`src/rtl/keyreg_arbiter.sv`:
```
//==============================================================================
// Module   : keyreg_arbiter
// Summary  : Round-robin arbiter that shares a bank of NREG key/IV slots
//            between NREQ requesters. Each access runs IDLE -> ISSUE -> ACK.
//            All outputs are registered.
// Options  : define KEYREG_LOCK_EN to add sticky per-slot write-only locks
//            (adds the lock_i port).
// Revision : 1.0 - initial release
//==============================================================================
`default_nettype none

module keyreg_arbiter #(
  parameter int K    = 128,
  parameter int NREQ = 2,
  parameter int NREG = 4,
  parameter int AW   = 2
) (
  input  logic                clock,
  input  logic                reset_n,
  input  logic [NREQ-1:0]     req_i,
  input  logic [NREQ-1:0]     reqWe_i,
  input  logic [NREQ*AW-1:0]  reqAddr_i,
  input  logic [NREQ*K-1:0]   reqData_i,
  output logic [NREQ-1:0]     gnt_o,
  output logic [NREQ-1:0]     ack_o,
  output logic                err_o,
  output logic [K-1:0]        rdata_o,
  output logic                busy_o,
  output logic [NREG-1:0]     regWe_o,
  output logic [K-1:0]        regWriteData_o,
  input  logic [NREG*K-1:0]   regDataRead_i
`ifdef KEYREG_LOCK_EN
  ,
  input  logic [NREG-1:0]     lock_i
`endif
);

  localparam int IW = (NREQ > 1) ? $clog2(NREQ) : 1;

  typedef enum logic [1:0] {
    S_IDLE  = 2'd0,
    S_ISSUE = 2'd1,
    S_ACK   = 2'd2
  } state_t;

  state_t           state_q, state_d;
  logic [IW-1:0]    idx_q, idx_d;
  logic [IW-1:0]    ptr_q, ptr_d;
  logic             we_q, we_d;
  logic [AW-1:0]    addr_q, addr_d;
  logic [K-1:0]     data_q, data_d;
  logic             locked_q, locked_d;

  logic [NREQ-1:0]  gnt_q, gnt_d;
  logic [NREQ-1:0]  ack_q, ack_d;
  logic             err_q, err_d;
  logic [K-1:0]     rdata_q, rdata_d;
  logic             busy_q, busy_d;
  logic [NREG-1:0]  reg_we_q, reg_we_d;
  logic [K-1:0]     reg_wdata_q, reg_wdata_d;

  logic [NREG-1:0]  slot_lock;
  logic [NREG-1:0]  sel_new;
  logic [NREG-1:0]  sel_cur;
  logic [K-1:0]     slot_rd;
  logic             found;
  int               cand;
  int               win;

  // One-hot slot decode; an all-zero result marks an out-of-range address.
  function automatic logic [NREG-1:0] slot_sel(input logic [AW-1:0] a);
    logic [NREG-1:0] s;
    s = '0;
    for (int j = 0; j < NREG; j++) begin
      s[j] = (a == AW'(j));
    end
    return s;
  endfunction

`ifdef KEYREG_LOCK_EN
  logic [NREG-1:0] lock_q, lock_d;

  // Lock bits are sticky until reset.
  always_comb begin
    lock_d = lock_q | lock_i;
  end

  // Lock bit register.
  always_ff @(posedge clock or negedge reset_n) begin
    if (!reset_n) lock_q <= '0;
    else          lock_q <= lock_d;
  end

  assign slot_lock = lock_q;
`else
  assign slot_lock = '0;
`endif

  // Read mux for the slot held by the transaction in flight.
  always_comb begin
    sel_cur = slot_sel(addr_q);
    slot_rd = '0;
    for (int j = 0; j < NREG; j++) begin
      if (sel_cur[j]) slot_rd = regDataRead_i[j*K +: K];
    end
  end

  // Next-state, request latching and registered-output values.
  always_comb begin
    state_d     = state_q;
    idx_d       = idx_q;
    ptr_d       = ptr_q;
    we_d        = we_q;
    addr_d      = addr_q;
    data_d      = data_q;
    locked_d    = locked_q;
    gnt_d       = '0;
    ack_d       = '0;
    err_d       = 1'b0;
    rdata_d     = '0;
    reg_we_d    = '0;
    reg_wdata_d = '0;
    found       = 1'b0;
    cand        = 0;
    win         = 0;
    sel_new     = '0;

    case (state_q)
      S_IDLE: begin
        // First pending request at or after the pointer, wrapping around.
        for (int i = 0; i < NREQ; i++) begin
          cand = int'(ptr_q) + i;
          if (cand >= NREQ) cand = cand - NREQ;
          if (!found && req_i[cand]) begin
            found = 1'b1;
            win   = cand;
          end
        end
        if (found) begin
          idx_d    = IW'(win);
          we_d     = reqWe_i[win];
          addr_d   = reqAddr_i[win*AW +: AW];
          data_d   = reqData_i[win*K +: K];
          sel_new  = slot_sel(addr_d);
          // Lock state is frozen here, so a lock arriving later in this
          // transaction only affects the next one.
          locked_d = |(sel_new & slot_lock);
          gnt_d[win] = 1'b1;
          if (we_d && !locked_d) begin
            reg_we_d    = sel_new;
            reg_wdata_d = (|sel_new) ? data_d : '0;
          end
          state_d = S_ISSUE;
        end
      end
      S_ISSUE: begin
        gnt_d[idx_q] = 1'b1;
        ack_d[idx_q] = 1'b1;
        err_d        = !(|sel_cur) || (we_q && locked_q);
        // The bank only captures the write at this edge, so a write returns
        // the latched data rather than the (still old) slot output.
        if ((|sel_cur) && !locked_q) rdata_d = we_q ? data_q : slot_rd;
        state_d = S_ACK;
      end
      S_ACK: begin
        ptr_d   = (idx_q == IW'(NREQ-1)) ? '0 : idx_q + 1'b1;
        state_d = S_IDLE;
      end
      default: state_d = S_IDLE;
    endcase

    busy_d = (state_d != S_IDLE);
  end

  // State, transaction and output registers.
  always_ff @(posedge clock or negedge reset_n) begin
    if (!reset_n) begin
      state_q     <= S_IDLE;
      idx_q       <= '0;
      ptr_q       <= '0;
      we_q        <= 1'b0;
      addr_q      <= '0;
      data_q      <= '0;
      locked_q    <= 1'b0;
      gnt_q       <= '0;
      ack_q       <= '0;
      err_q       <= 1'b0;
      rdata_q     <= '0;
      busy_q      <= 1'b0;
      reg_we_q    <= '0;
      reg_wdata_q <= '0;
    end else begin
      state_q     <= state_d;
      idx_q       <= idx_d;
      ptr_q       <= ptr_d;
      we_q        <= we_d;
      addr_q      <= addr_d;
      data_q      <= data_d;
      locked_q    <= locked_d;
      gnt_q       <= gnt_d;
      ack_q       <= ack_d;
      err_q       <= err_d;
      rdata_q     <= rdata_d;
      busy_q      <= busy_d;
      reg_we_q    <= reg_we_d;
      reg_wdata_q <= reg_wdata_d;
    end
  end

  assign gnt_o          = gnt_q;
  assign ack_o          = ack_q;
  assign err_o          = err_q;
  assign rdata_o        = rdata_q;
  assign busy_o         = busy_q;
  assign regWe_o        = reg_we_q;
  assign regWriteData_o = reg_wdata_q;

endmodule

`default_nettype wire

```
`config.mk`:
```
export PLATFORM = sky130hd
export DESIGN_NAME = keyreg_arbiter
export DESIGN_NICKNAME = d
export VERILOG_FILES = /design/src/rtl/keyreg_arbiter.sv
export SDC_FILE = /design/constraint.sdc
export NUM_CORES = 1
export LEC_CHECK = 0
export ABC_AREA = 1
export CAP_MARGIN = 20
export CORE_AREA = 5 5 402 404
export DETAILED_ROUTE_END_ITERATION = 12
export DIE_AREA = 0 0 407 409
export GPL_TIMING_DRIVEN = 0
export HOLD_SLACK_MARGIN = 0.06
export MAX_ROUTING_LAYER = met4
export PLACE_DENSITY = 0.42
export SYNTH_ARGS = -nofsm -noshare
export SYNTH_HDL_FRONTEND = slang
export SYNTH_SLANG_ARGS = --single-unit
```
`constraint.sdc`:
```
create_clock -name clock -period 1.95 [get_ports clock]
set_input_delay 0.39 -clock clock [delete_from_list [all_inputs] [get_ports clock]]
set_output_delay 0.39 -clock clock [all_outputs]
set_load 0.03 [all_outputs]
```
# Yosys cells after proc, flatten, opt, wreduce, memory -nomap -nowiden
# Index checks and enable logic that the tools add are counted.
# classes
add_sub_neg	4
magnitude_cmp	8
eq_ne	8
shift	2
n_mux	45
reduce_logical	12
# ops
operator	count
$mux W128	11
$shiftx A256 B32 Y128	1
$mux W32	7
$lt A32 B3 Y1 const B	3
$ge A32 B1 Y1 const B	1
$shiftx A4 B32 Y2	1
$mux W1	17
$mux W4	3
$eq A2 B2 Y1 const B	5
$pmux W2 S2	2
$reduce_or A4 Y1	2
$eq A2 B1 Y1 const B	3
$logic_not A2 Y1	3
$mux W2	3
$logic_and A1 B1 Y1	3
$sub A1 B2 Y3 const B	1
$sub A2 B2 Y3 const B	1
$add A1 B1 Y2 const B	1
$demux W1 S1	2
$ge A1 B2 Y1 const B	1
$ge A2 B2 Y1 const B	1
$logic_not A1 Y1	2
$lt A1 B2 Y1 const B	1
$reduce_and A2 Y1	1
3 further kinds	3
# totals
register_bits	401
in_bits	778
output_inout_bits	266
wordCells	92

# Longest topological paths before layout
# logic_depth
ltp_word	19
mapped_depth	9
mapped_depth_nobuf	7

# Worst setup path before layout
# Ideal clock, no wire load.
# synth_path
path_type	input -> register
startpoint	input req_i[1]
endpoint	register data_q[100]
setup_time_ps	132
arrival_time_ps	1292
t_required_ps	1818
path_slack_ps	526
stages	7
n_path_buf	3
path_cell_list	buf_4 > nor2_4 > nor2_8 > inv_4 > buf_6 > clkbuf_1 > o21ai_1
# synth_via
elab_chain_len	10
word_cells_on_any_way	17
classes_between	shift (1); mux (13); reduce/logical (3)
# synth_lines
element	line_no	source
start, declared	20	input logic [NREQ-1:0] req_i,
$mux W1 (not written as such) (3 in a row)	134	if (!found && req_i[cand]) begin
$mux W1	134	
$mux W1	128	case (state_q)
$logic_not A1 Y1	134	
$logic_and A1 B1 Y1	134	
$mux W32 or $mux W1 (tied branches)	134	
$mux W32 or $mux W1 (tied branches)	128	
$shiftx A256 B32 Y128 or $reduce_and A2 Y1 (tied branches)	-	
end signal, assigned	198	data_q <= data_d;
end, declared	51	logic [K-1:0] data_q, data_d;
# Parallel ways exist; a longest one is shown, timed or not. The select of a mux whose other input is x is not followed.
# A chain may end at the register's enable or synchronous reset.

# Final worst setup path
# layout_path
startpoint	register addr_q[1]
endpoint	register rdata_q[126] (netlist: rdata_o[126])
# layout_via
elab_chain_len	8
word_cells_on_any_way	12
classes_between	eq/ne (3); mux (7); reduce/logical (2)
# layout_lines
element	line_no	source
start, declared	50	logic [AW-1:0] addr_q, addr_d;
start signal, assigned	197	addr_q <= addr_d;
$logic_not A2 Y1	75	s[j] = (a == AW'(j));
$mux W128 (4 in a row)	104	if (sel_cur[j]) slot_rd = regDataRead_i[j*K +: K];
$mux W128	162	if ((|sel_cur) && !locked_q) rdata_d = we_q ? data_q : slot_rd;
$mux W128 (*)	162	
$mux W128 (*)	128	
via rdata_d[126]	57	logic [K-1:0] rdata_q, rdata_d;
end signal, assigned	203	rdata_q <= rdata_d;
end, declared	57	
# The timed path passes the listed nets; every way through them passes the cells marked *.

==> metrics <==
1st-iter DRT viols=about 1.4k; endpoints failing setup=3; #FFs+latches synth=401; Setup CP Type=reg -> reg; Worst slew margin=between 30% and 40%; Worst setup startpoint=addr_q[1]; cell count of the worst reg-to-reg path=6; vias in the first global route=roughly 23k; GRT Util Overall=between 10% and 20%; LEAKAGE=17.4 nW; period utilisation layout=106%; Root Buffer=clkbuf_16; worst hold slack=0.276 ns; crit path DAT=2.54 ns; row count=~150; post-synthesis compound-gate area fraction=14.2%; crit path capture=rdata_o[126]; Switch Pwr=approximately 28 mW; fillers=17.6k; pin count of the biggest net entering global routing=slightly above 100; Avg WL per Cell=about 26 µm; I/O Pins=1044; Reg power frac=between 20% and 30%; layout cells sized above 1=roughly 11%; H-tree Lvls=2; unrepaired setup endpoints after global routing=true; Area Growth Syn to Fin=80.5%; Int Pwr=28.1 mW; TritonRoute pass-1 iters=7; launching point of the worst reg2reg path=addr_q[1]; sw frac=between 40% and 50%; simple-gate portion of the synthesized area=~25%; clk slew on worst S/H paths=roughly 0.070 ns; largest family of logic cells by synthesized area=simple AND/OR/NAND/NOR gates; FF-to-FF End=rdata_o[126]; WL final=approximately 150000 µm; initial antenna violation count=41; die height=between 400 and 500 µm; Cell Area, Placed=33200 µm²; WP data required=about 2.4 ns; die area=about 170000 µm²; port bufs=~1.0k; critical path peak fanout=10; Vias=between 20k and 25k; PwrDens=about 1500 nW/µm²; outcome=complete, but fails checks; type of the tightest min-delay check=in -> reg; Final WS setup=-0.112 ns; clock share of power=19.6%; Syn Inst Count=about 2.7k; first-pass GRT wire length=around 200000 µm; Adder-Cell Fraction of Synth Area=0%; Worst setup EP type=register; XOR/XNOR Fraction of Synth Area=0%; synth warn=0; Comb pwr share=between 50% and 60%; min cycle time layout=approximately 2 ns; Clock Sinks=around 400; Die Span X=between 400 and 500 µm; failing checks=negative setup slack; Starting Density=between 10% and 20%; multiplexer area fraction after synthesis=0%; MaxCap Viol Count=0; Tightest Pin Transition=0.968 ns; Mapped Area=around 20000 µm²; Worst setup SP type=register; FF-to-FF setup slack=-0.11 ns; Final Slew Violations=0; Clock Skew=about 0.044 ns; Fmax=slightly below 500 MHz; post-route cell area=~36000 µm²; DRC violation count after routing=0; CTS tree=yes; remaining global-route overflow=0; placed wire-length estimate=between 100000 and 150000 µm; # nets final=between 4k and 5k; RD Place Congestion=roughly 0.9; maximum VDD drop=701 µV; final hold vios=0; Routed Antenna Nets=0; DR vias/cell=roughly 3.8; Synth cell types=28; synthesized net count=3431; clock tree buffer depth=3; clk_lat worst skew=about 0.64 ns; PnR Total Power=approximately 56 mW; Seq/Total Area, Yosys=approximately half; Syn Area/Cell=~7.5 µm²; CTS Buf Count=between 50 and 60; Placeable Area=about 160000 µm²
Yosys cell counts:
| cell type | instances | area, µm² |
|---|---|---|
| nand2_4 | 1 | 11.3 |
| nand3_1 | 216 | 1080 |
| buf_6 | 17 | 191 |
| a21oi_1 | 81 | 405 |
| nor2_4 | 2 | 22.5 |
| nand2_2 | 2 | 12.5 |
| a31oi_1 | 1 | 6.26 |
| clkbuf_1 | 70 | 263 |
| o22ai_1 | 1 | 6.26 |
| inv_4 | 1 | 6.26 |
| or2_2 | 18 | 113 |
| buf_4 | 14 | 105 |
| nand2_1 | 765 | 2870 |
| o211ai_1 | 62 | 465 |
| dfrtp_1 | 401 | 10000 |
| o21ai_1 | 80 | 400 |
| buf_1 | 5 | 18.8 |
| conb_1 | 1 | 3.75 |
| nand3_2 | 1 | 10.0 |
| inv_2 | 3 | 11.3 |
| clkbuf_2 | 1 | 5.00 |
| o21ai_0 | 309 | 1550 |
| nor2_1 | 227 | 852 |
| nand3b_1 | 1 | 7.51 |
| buf_2 | 86 | 430 |
| nor2_8 | 1 | 20.0 |
| nor3_1 | 4 | 20.0 |
| inv_1 | 282 | 1060 |
state kept, by name, indices dropped and copies added, names as in the netlist:
| signal | cells |
|---|---|
| gnt_o | 2 |
| err_o | 1 |
| addr_q | 2 |
| ptr_q | 1 |
| rdata_o | 128 |
| state_q | 2 |
| busy_o | 1 |
| regWe_o | 4 |
| ack_o | 2 |
| data_q | 128 |
| regWriteData_o | 128 |
| idx_q | 1 |
| we_q | 1 |
layer usage:
metal | vias up | global-route usage [%] | routed length [µm]
met5 | - | - | 0
met4 | 0 | 3.32 | 2360
met3 | 126 | 4.13 | 11300
met2 | 803 | 31.7 | 77700
met1 | 11100 | 22.0 | 62700
li1 | 10700 | - | -
critical path, cell delays in order, from the launching register on:
cell       delay, ns
dfrtp_1         0.37
buf_12          0.16
inv_12          0.06
buf_16          0.18
clkbuf_16       0.16
o211ai_1        0.76
a21oi_1         0.14
through the flow:
step	setup TNS, ns	worst slack (ns)	util [%]	std cells
6_report	-0.121	-0.112	22.9	5927
5_1_grt	-0.353	-0.0911	22.9	5917
4_1_cts	-0.0990	-0.0812	22.7	5900
3_5_place_dp	-357.40	-1.73	21.1	5779
3_3_place_gp	-8353.20	-20.04	21.0	5767
2_1_floorplan	0	0.526	-	2653
cell families after synthesis:
kind of cell / after synthesis
AOI/OAI and AO/OA: 534
buffers and inverters: 479
DFF: 401
other: 1
and+or+nand+nor: 1238
placed cells by master, fill, tap and decap left out, types with 27 or more instances in the layout:
cell / Yosys / final
o21ai_1: 80 / 127
a21oi_1: 81 / 65
o211ai_1: 62 / 62
buf_4: 14 / 41
dlygate4sd2_1: 0 / 254
clkdlybuf4s50_1: 0 / 775
dfrtp_1: 401 / 400
inv_1: 282 / 281
o21ai_0: 309 / 239
clkbuf_1: 70 / 27
clkbuf_16: 0 / 59
buf_6: 17 / 31
clkbuf_2: 1 / 36
nand3_1: 216 / 208
nor2_1: 227 / 205
nand2_1: 765 / 755
buf_2: 86 / 56
what timing repair did:
action / CTS / global route
hold buffers: 1 / 0
cloned: 2 / 0
setup endpoints to repair: 660 / 164
setup buffers: 16 / 7
resized for setup: 578 / 87
hold endpoints to repair: 55 / 0
pin swaps: 19 / 19
worst min path at each step:
stage / from / endpoint / slack (ns) / cells past startpoint
2_1_floorplan: reset_n / ack_o[0] / 0.09 / 0
3_3_place_gp: data_q[35] / data_q[35] / 0.46 / 2
3_5_place_dp: reset_n / regWriteData_o[17] / 0.37 / 1
4_1_cts: req_i[1] / state_q[0] / 0.21 / 4
5_1_grt: req_i[1] / regWe_o[2] / 0.25 / 4
6_report: req_i[1] / state_q[0] / 0.28 / 4
power by group through the flow:
stage,clock network (mW),registers (mW),logic [mW]
after global placement,0,13.2,31.5
after detailed placement,0,13.2,31.5
after global routing,11.7,13.4,34.5
after CTS,11.4,13.0,32.5
after floorplan,0,17.0,10.9
final,10.9,13.0,31.9
layout make-up:
cell class                 instances  area (µm²)  share of cell area, %
antenna                           22        55.1                  0.153
clock inverter                    30         355                  0.986
multi-input combinational       1773        8250                   22.9
buffer                           192        1510                   4.18
clock buffer                      73        1580                   4.37
sequential                       401       10000                   27.8
timing repair buffer            1078       10600                   29.3
inverter                         286        1100                   3.06
tap                             2072        2590                   7.19
Power figures use the tool's default switching activity.
